File: src/rtl/ex_mdu_pkg.sv
// Shared MDU definitions: operation encodings, FSM states and decode helpers.
package ex_mdu_pkg;

    localparam int unsigned XlenDefault = 32;

    typedef enum logic [2:0] {
        OpMul   = 3'd0,
        OpMulh  = 3'd1,
        OpMulhu = 3'd2,
        OpDiv   = 3'd3,
        OpDivu  = 3'd4,
        OpMod   = 3'd5,
        OpModu  = 3'd6,
        OpRsvd  = 3'd7
    } op_e;

    typedef enum logic [1:0] {
        StIdle = 2'd0,
        StMul  = 2'd1,
        StDiv  = 2'd2,
        StDone = 2'd3
    } state_e;

    function automatic logic op_is_mul(op_e op);
        return (op == OpMul) || (op == OpMulh) || (op == OpMulhu);
    endfunction

    function automatic logic op_is_div(op_e op);
        return (op == OpDiv) || (op == OpDivu) || (op == OpMod) || (op == OpModu);
    endfunction

    function automatic logic op_is_signed_div(op_e op);
        return (op == OpDiv) || (op == OpMod);
    endfunction

    function automatic logic op_is_rem(op_e op);
        return (op == OpMod) || (op == OpModu);
    endfunction

endpackage

File: src/rtl/mdu_divider.sv
// Radix-2 restoring divider on operand magnitudes, one quotient bit per cycle.
// done_o flags the final iteration; quotient_o/remainder_o are valid in that cycle.
module mdu_divider #(
    parameter int unsigned XLEN = 32
) (
    input  logic            clk_i,
    input  logic            rst_n_i,
    input  logic            start_i,
    input  logic            abort_i,
    input  logic            signed_i,
    input  logic [XLEN-1:0] dividend_i,
    input  logic [XLEN-1:0] divisor_i,
    output logic [XLEN-1:0] quotient_o,
    output logic [XLEN-1:0] remainder_o,
    output logic            done_o
);
    localparam int unsigned CntW = $clog2(XLEN + 1);

    logic            r_busy;
    logic [CntW-1:0] r_cnt;
    logic [XLEN-1:0] r_quo;
    logic [XLEN-1:0] r_rem;
    logic [XLEN-1:0] r_dvs;
    logic            r_neg_q;
    logic            r_neg_r;

    logic            w_neg_a;
    logic            w_neg_b;
    logic [XLEN:0]   w_rem_sh;
    logic [XLEN:0]   w_diff;
    logic            w_qbit;
    logic [XLEN-1:0] w_rem_nxt;
    logic [XLEN-1:0] w_quo_nxt;

    assign w_neg_a = signed_i & dividend_i[XLEN-1];
    assign w_neg_b = signed_i & divisor_i[XLEN-1];

    // Quotient register doubles as the dividend shift register.
    assign w_rem_sh  = {r_rem, r_quo[XLEN-1]};
    assign w_diff    = w_rem_sh - {1'b0, r_dvs};
    assign w_qbit    = ~w_diff[XLEN];
    assign w_rem_nxt = w_qbit ? w_diff[XLEN-1:0] : w_rem_sh[XLEN-1:0];
    assign w_quo_nxt = {r_quo[XLEN-2:0], w_qbit};

    always_ff @(posedge clk_i) begin
        if (!rst_n_i) begin
            r_busy  <= 1'b0;
            r_cnt   <= '0;
            r_quo   <= '0;
            r_rem   <= '0;
            r_dvs   <= '0;
            r_neg_q <= 1'b0;
            r_neg_r <= 1'b0;
        end else if (abort_i) begin
            r_busy <= 1'b0;
            r_cnt  <= '0;
        end else if (start_i) begin
            r_busy  <= 1'b1;
            r_cnt   <= CntW'(XLEN);
            r_quo   <= w_neg_a ? -dividend_i : dividend_i;
            r_rem   <= '0;
            r_dvs   <= w_neg_b ? -divisor_i : divisor_i;
            r_neg_q <= w_neg_a ^ w_neg_b;
            r_neg_r <= w_neg_a;
        end else if (r_busy) begin
            r_quo <= w_quo_nxt;
            r_rem <= w_rem_nxt;
            r_cnt <= r_cnt - CntW'(1);
            if (r_cnt == CntW'(1)) begin
                r_busy <= 1'b0;
            end
        end
    end

    assign done_o      = r_busy & (r_cnt == CntW'(1));
    assign quotient_o  = r_neg_q ? -w_quo_nxt : w_quo_nxt;
    assign remainder_o = r_neg_r ? -w_rem_nxt : w_rem_nxt;

endmodule

File: src/rtl/ex_mdu.sv
// Multiply/divide unit: fixed-latency inline multiplier plus iterative divider.
// Divider present only when EX_MDU_DIV_EN is defined; otherwise ops 3-6 act as reserved.
module ex_mdu
    import ex_mdu_pkg::*;
#(
    parameter int unsigned XLEN       = XlenDefault,
    parameter int unsigned MUL_CYCLES = 2
) (
    input  logic            clk_i,
    input  logic            rst_n_i,
    input  logic            valid_i,
    input  logic [2:0]      op_i,
    input  logic [XLEN-1:0] opd1_i,
    input  logic [XLEN-1:0] opd2_i,
    input  logic            kill_i,
    output logic            ready_o,
    output logic            busy_o,
    output logic            done_o,
    output logic [XLEN-1:0] result_o
);
    localparam int unsigned CntW = (MUL_CYCLES > 1) ? $clog2(MUL_CYCLES) : 1;
    localparam logic [CntW-1:0] MulLoad = CntW'((MUL_CYCLES > 1) ? MUL_CYCLES - 2 : 0);

    state_e          r_state;
    op_e             r_op;
    logic [XLEN-1:0] r_a;
    logic [XLEN-1:0] r_b;
    logic [CntW-1:0] r_cnt;
    logic [XLEN-1:0] r_result;
    logic            r_done;

    op_e             w_op;
    logic            w_accept;

    assign w_op     = op_e'(op_i);
    assign w_accept = valid_i & ready_o & ~kill_i;

    // One shared 2*XLEN multiply; MULH sign-extends both operands, low half is sign-agnostic.
    function automatic logic [XLEN-1:0] mul_result(op_e op, logic [XLEN-1:0] a,
                                                   logic [XLEN-1:0] b);
        logic [2*XLEN-1:0] ea;
        logic [2*XLEN-1:0] eb;
        logic [2*XLEN-1:0] p;
        ea = {{XLEN{(op == OpMulh) & a[XLEN-1]}}, a};
        eb = {{XLEN{(op == OpMulh) & b[XLEN-1]}}, b};
        p  = ea * eb;
        return (op == OpMul) ? p[XLEN-1:0] : p[2*XLEN-1:XLEN];
    endfunction

`ifdef EX_MDU_DIV_EN
    logic            w_div_signed;
    logic            w_div_zero;
    logic            w_div_ovf;
    logic            w_div_start;
    logic            w_div_done;
    logic [XLEN-1:0] w_quo;
    logic [XLEN-1:0] w_rem;

    assign w_div_signed = op_is_signed_div(w_op);
    assign w_div_zero   = (opd2_i == '0);
    assign w_div_ovf    = w_div_signed & (opd1_i == {1'b1, {(XLEN-1){1'b0}}}) & (opd2_i == '1);
    assign w_div_start  = w_accept & op_is_div(w_op) & ~w_div_zero & ~w_div_ovf;

    mdu_divider #(
        .XLEN(XLEN)
    ) u_div (
        .clk_i      (clk_i),
        .rst_n_i    (rst_n_i),
        .start_i    (w_div_start),
        .abort_i    (kill_i),
        .signed_i   (w_div_signed),
        .dividend_i (opd1_i),
        .divisor_i  (opd2_i),
        .quotient_o (w_quo),
        .remainder_o(w_rem),
        .done_o     (w_div_done)
    );
`endif

    always_ff @(posedge clk_i) begin
        if (!rst_n_i) begin
            r_state  <= StIdle;
            r_op     <= OpMul;
            r_a      <= '0;
            r_b      <= '0;
            r_cnt    <= '0;
            r_result <= '0;
            r_done   <= 1'b0;
        end else begin
            r_done <= 1'b0;
            if (kill_i) begin
                r_state <= StIdle;
                r_cnt   <= '0;
            end else begin
                case (r_state)
                    StIdle, StDone: begin
                        if (w_accept) begin
                            r_op <= w_op;
                            r_a  <= opd1_i;
                            r_b  <= opd2_i;
                            if (op_is_mul(w_op)) begin
                                if (MUL_CYCLES == 1) begin
                                    r_result <= mul_result(w_op, opd1_i, opd2_i);
                                    r_done   <= 1'b1;
                                    r_state  <= StDone;
                                end else begin
                                    r_cnt   <= MulLoad;
                                    r_state <= StMul;
                                end
                            end
`ifdef EX_MDU_DIV_EN
                            else if (op_is_div(w_op)) begin
                                // Degenerate divides resolve without iterating.
                                if (w_div_zero) begin
                                    r_result <= op_is_rem(w_op) ? opd1_i : '1;
                                    r_done   <= 1'b1;
                                    r_state  <= StDone;
                                end else if (w_div_ovf) begin
                                    r_result <= op_is_rem(w_op) ? '0 : opd1_i;
                                    r_done   <= 1'b1;
                                    r_state  <= StDone;
                                end else begin
                                    r_state <= StDiv;
                                end
                            end
`endif
                            else begin
                                r_result <= '0;
                                r_done   <= 1'b1;
                                r_state  <= StDone;
                            end
                        end else begin
                            r_state <= StIdle;
                        end
                    end
                    StMul: begin
                        if (r_cnt == '0) begin
                            r_result <= mul_result(r_op, r_a, r_b);
                            r_done   <= 1'b1;
                            r_state  <= StDone;
                        end else begin
                            r_cnt <= r_cnt - CntW'(1);
                        end
                    end
                    StDiv: begin
`ifdef EX_MDU_DIV_EN
                        if (w_div_done) begin
                            r_result <= op_is_rem(r_op) ? w_rem : w_quo;
                            r_done   <= 1'b1;
                            r_state  <= StDone;
                        end
`else
                        r_state <= StIdle;
`endif
                    end
                    default: r_state <= StIdle;
                endcase
            end
        end
    end

    assign ready_o  = (r_state == StIdle) | (r_state == StDone);
    assign busy_o   = (r_state == StMul) | (r_state == StDiv);
    assign done_o   = r_done;
    assign result_o = r_result;

endmodule
File: config.mk
export PLATFORM = sky130hd
export DESIGN_NAME = ex_mdu
export DESIGN_NICKNAME = d
export VERILOG_FILES = /design/src/rtl/ex_mdu_pkg.sv /design/src/rtl/mdu_divider.sv /design/src/rtl/ex_mdu.sv
export SDC_FILE = /design/constraint.sdc
export NUM_CORES = 2
export LEC_CHECK = 0
export ABC_AREA = 1
export BUFFER_PORTS_ARGS = -buffer_cell sky130_fd_sc_hd__buf_2
export CAP_MARGIN = 20
export CORE_MARGIN = 2
export CORE_UTILIZATION = 50
export DETAILED_ROUTE_END_ITERATION = 10
export PLACE_DENSITY = 0.66
export SYNTH_ARGS = -nofsm -noshare
export SYNTH_HDL_FRONTEND = slang
export SYNTH_SLANG_ARGS = --single-unit
File: constraint.sdc
create_clock -name clk_i -period 12.8 [get_ports clk_i]
set_clock_uncertainty 0.15 [all_clocks]
set_input_delay 2.56 -clock clk_i [delete_from_list [all_inputs] [get_ports clk_i]]
set_output_delay 2.56 -clock clk_i [all_outputs]
set_load 0.01 [all_outputs]
==> results by group <==
Outcome
  – Status: complete, no violations

Placed design
  – Count of input and output buffers: 105
  – Worst slack at placement: 3.84 ns
  – Placed standard-cell area: 45300 um2
  – Post-DP HPWL: 106000 um
  – Total instance count after detailed placement: 6643
  – GP Congestion: 0.993

Routing
  – Number of iterations in the first detailed-routing pass: 6
  – Total DRC errors in the routed layout: 0
  – Initial DRC Count: 2319
  – WL final: 129000 um
  – Total via count in the routed design: 34800
  – Antenna Violating Nets Remaining: 0
  – Via-to-Cell Ratio: 5.23
  – Routed len/inst: 19.3 um

Setup path
  – Cell at the slowest stage of the critical path: fa_1
  – Worst reg2reg path endpoint: result_o[28]
  – Critical path data arrival time: 9.28 ns
  – Class of the most critical setup path: flip-flop to flip-flop
  – CP most frequent cell: inv_1
  – Worst R2R Start: r_op[2]
  – Reg2reg path depth: 30
  – Slowest Stage Delay on Critical Path: 0.87 ns
  – Setup crit start kind: flip-flop
  – Required time reported for the critical path endpoint: 13.02 ns
  – Maximum fanout along the worst path: 19
  – Register-to-register path setup slack: 3.74 ns
  – Endpoint type of the worst setup path: flip-flop

CTS
  – Post-CTS setup buffers: 0
  – Register clock-pin slew on the reported worst setup and hold paths: 0.10 ns
  – Number of clock buffers inserted by TritonCTS: 9
  – Clock latency at the later pin of the worst-skew pair: 0.45 ns
  – Hold-fix buffers, CTS: 0
  – Root buffer cell: clkbuf_16
  – CTS H-Tree Depth: 3
  – Bufs on Longest Clock Path: 2
  – Post-CTS Resized: 0
  – TritonCTS clock tree: built
  – CTS sink count: 102

Finish
  – Total non-filler cell area in the finished layout: 45600 um2
  – Highest-count cells in the layout ignoring fill and taps: inv_1 (1613), nand2_1 (1422), fa_1 (1125)
  – Final non-filler cell total: 6661
  – NumNets Final: 6910
  – Commonest non-fill, non-tap cell in the layout: inv_1
  – Layout-stage area growth over the synthesis result: 3.75%
  – Fraction of layout instances using a drive strength above 1: 0.0472

Global routing
  – Antenna violations before repair: 2
  – Largest net degree at the start of global routing: 68
  – GR Overflow Total: 0
  – Wire length of the first global-routing pass: 209000 um
  – Overall track demand over capacity in global routing: 0.304
  – Number of global-route vias before repair: 37200

STA
  – Setup repair after global routing missed its margin: no
  – Final critical path time including I/O delays and setup: 9.06 ns
  – Pins Over Slew Limit: 0
  – Worst slew pin tran: 0.980 ns
  – Final Setup Violations: 0
  – Max Clock Freq: 0.110 GHz
  – Remaining max-slew budget at the tightest pin: 0.346
  – Least setup slack across all paths after layout: 3.74 ns
  – Ratio of final minimum period to clock period: 0.708
  – Total Neg Setup Slack: 0 ns
  – Final count of hold timing violations: 0

Yosys
  – Post-synthesis net count: 7028
  – Fraction of registers with async set/reset: 0
  – Sequential-to-total area share from yosys stat: 0.0464
  – Synthesized cell area: 44000 um2
  – Dominant cells by area after synthesis: fa_1 (51%), inv_1 (14%), nand2_1 (12%), ha_1 (6.1%), dfxtp_1 (4.6%)
  – Most common flop cell mapped by yosys: dfxtp_1
  – #FFs+latches synth: 102
  – Cell taking the most area after synthesis: fa_1
  – Synth warnings: 0
  – Syn avg cell area: 7.83 um2
  – Number of flops mapped to enable cells by yosys: 0
  – Synth top area share: 0.512
  – Gate Count Post-Synth: 5618
  – Post-synthesis cell type count: 41

Hold path
  – End point of the most critical hold path: result_o[10]
  – Hold Crit Class: flip-flop to flip-flop
  – Startpoint of the most critical hold path: result_o[10]
  – Hold path cells: 2

Job
  – # Max-Cap Violations: 0

Floorplan
  – Die Area: 90400 um2
  – IO Count: 106
  – Area of the core: 87000 um2
  – X dimension of the die: 301 um
  – Die H: 301 um
  – FP Rows: 108
  – Effective utilization at floorplan: 0.505

Power
  – Switching power total: 1.60 mW
  – Design internal power: 1.16 mW
  – Clock network power share: 0.125
  – Power density normalized to cell area: 60.6 nW/um2
  – Switching Share: 0.580
  – IR drop worst, VDD: 0.0835 mV
  – Combinational share of power: 0.746
  – Leakage: 23.7 nW
  – Relative contribution of sequential cells to total power: 0.129
==> power groups by stage <==
| stage | clock network [mW] | logic, mW | registers (mW) |
|---|---|---|---|
| global route | 0.365 | 2.28 | 0.359 |
| CTS | 0.361 | 2.06 | 0.356 |
| floorplan | 0 | 1.33 | 0.343 |
| global placement | 0 | 2.03 | 0.363 |
| detailed placement | 0 | 2.04 | 0.364 |
| finish | 0.345 | 2.06 | 0.357 |
==> cell families after synthesis <==
family / Yosys count / share of synthesized area
buffers and inverters: 1925 / 0.166
DFF: 102 / 0.0464
adders and majority gates: 1339 / 0.573
and+or+nand+nor: 1931 / 0.175
xor gates and xnor gates: 10 / 0.00199
AOI/OAI and AO/OA: 311 / 0.0379
==> worst max-delay path, delay by kind of cell (launching register included) <==
| family | cells | cell delay (ns) |
|---|---|---|
| buffers and inverters | 9 | 1.19 |
| flip-flops | 1 | 0.86 |
| AO/OA/AOI/OAI | 3 | 0.71 |
| AND/OR/NAND/NOR | 9 | 1.09 |
| adder cells (fa/ha/maj) | 9 | 4.98 |
==> sequential cells by signal (all words and copies together), names as in the netlist <==
signal	count
r_state	2
done_o	1
r_b	32
r_op	3
r_a	32
result_o	32
==> worst max path at each step <==
| stage | start | endpoint | slack [ns] | depth (start not counted) |
|---|---|---|---|---|
| 4_1_cts | r_op[2] | result_o[28] | 3.77 | 30 |
| 3_3_place_gp | r_op[2] | result_o[30] | 4.05 | 32 |
| 5_1_grt | r_op[2] | result_o[30] | 3.25 | 32 |
| 2_1_floorplan | r_op[0] | result_o[31] | 5.13 | 28 |
| 6_report | r_op[2] | result_o[28] | 3.74 | 30 |
| 3_5_place_dp | r_op[1] | result_o[28] | 3.84 | 29 |
==> routing by layer <==
layer  wire [um]  track usage  vias to the layer above
met5          10            0                        -
met1       51200        0.392                    17700
met4        6590        0.139                        2
met2       62900        0.513                     1302
li1            -            -                    15500
met3        8060       0.0377                      295
==> cell usage after synthesis, types with 9 or more instances <==
| master | instances |
|---|---|
| nor2_2 | 17 |
| clkbuf_1 | 279 |
| nor2_1 | 304 |
| nor4_1 | 19 |
| o21ai_0 | 129 |
| a21oi_1 | 136 |
| nand3_1 | 102 |
| buf_2 | 13 |
| inv_1 | 1614 |
| nand2_1 | 1423 |
| nand4_1 | 23 |
| ha_1 | 214 |
| fa_1 | 1125 |
| o21ai_1 | 9 |
| dfxtp_1 | 102 |
| or2_2 | 10 |
| o21bai_1 | 20 |
| nor3_1 | 9 |
==> through the flow <==
step           utilization  power [mW]  hold WS [ns]
3_3_place_gp         0.520        2.39         0.301
5_1_grt              0.524        3.01         0.333
4_1_cts              0.524        2.78         0.320
6_report             0.524        2.76         0.316
2_1_floorplan            -        1.67         0.336
3_5_place_dp         0.520        2.40         0.304
==> area by class of cell <==
class	instances	area [um2]
Sequential cell	102	2050
Tap cell	1155	1450
Multi-Input combinational cell	3591	34700
Timing Repair Buffer	173	1050
Clock buffer	10	239
Fill cell	8463	41400
Antenna cell	1	2.50
Clock inverter	6	77.6
Inverter	1623	6090
(Power assumes the default switching activity.)
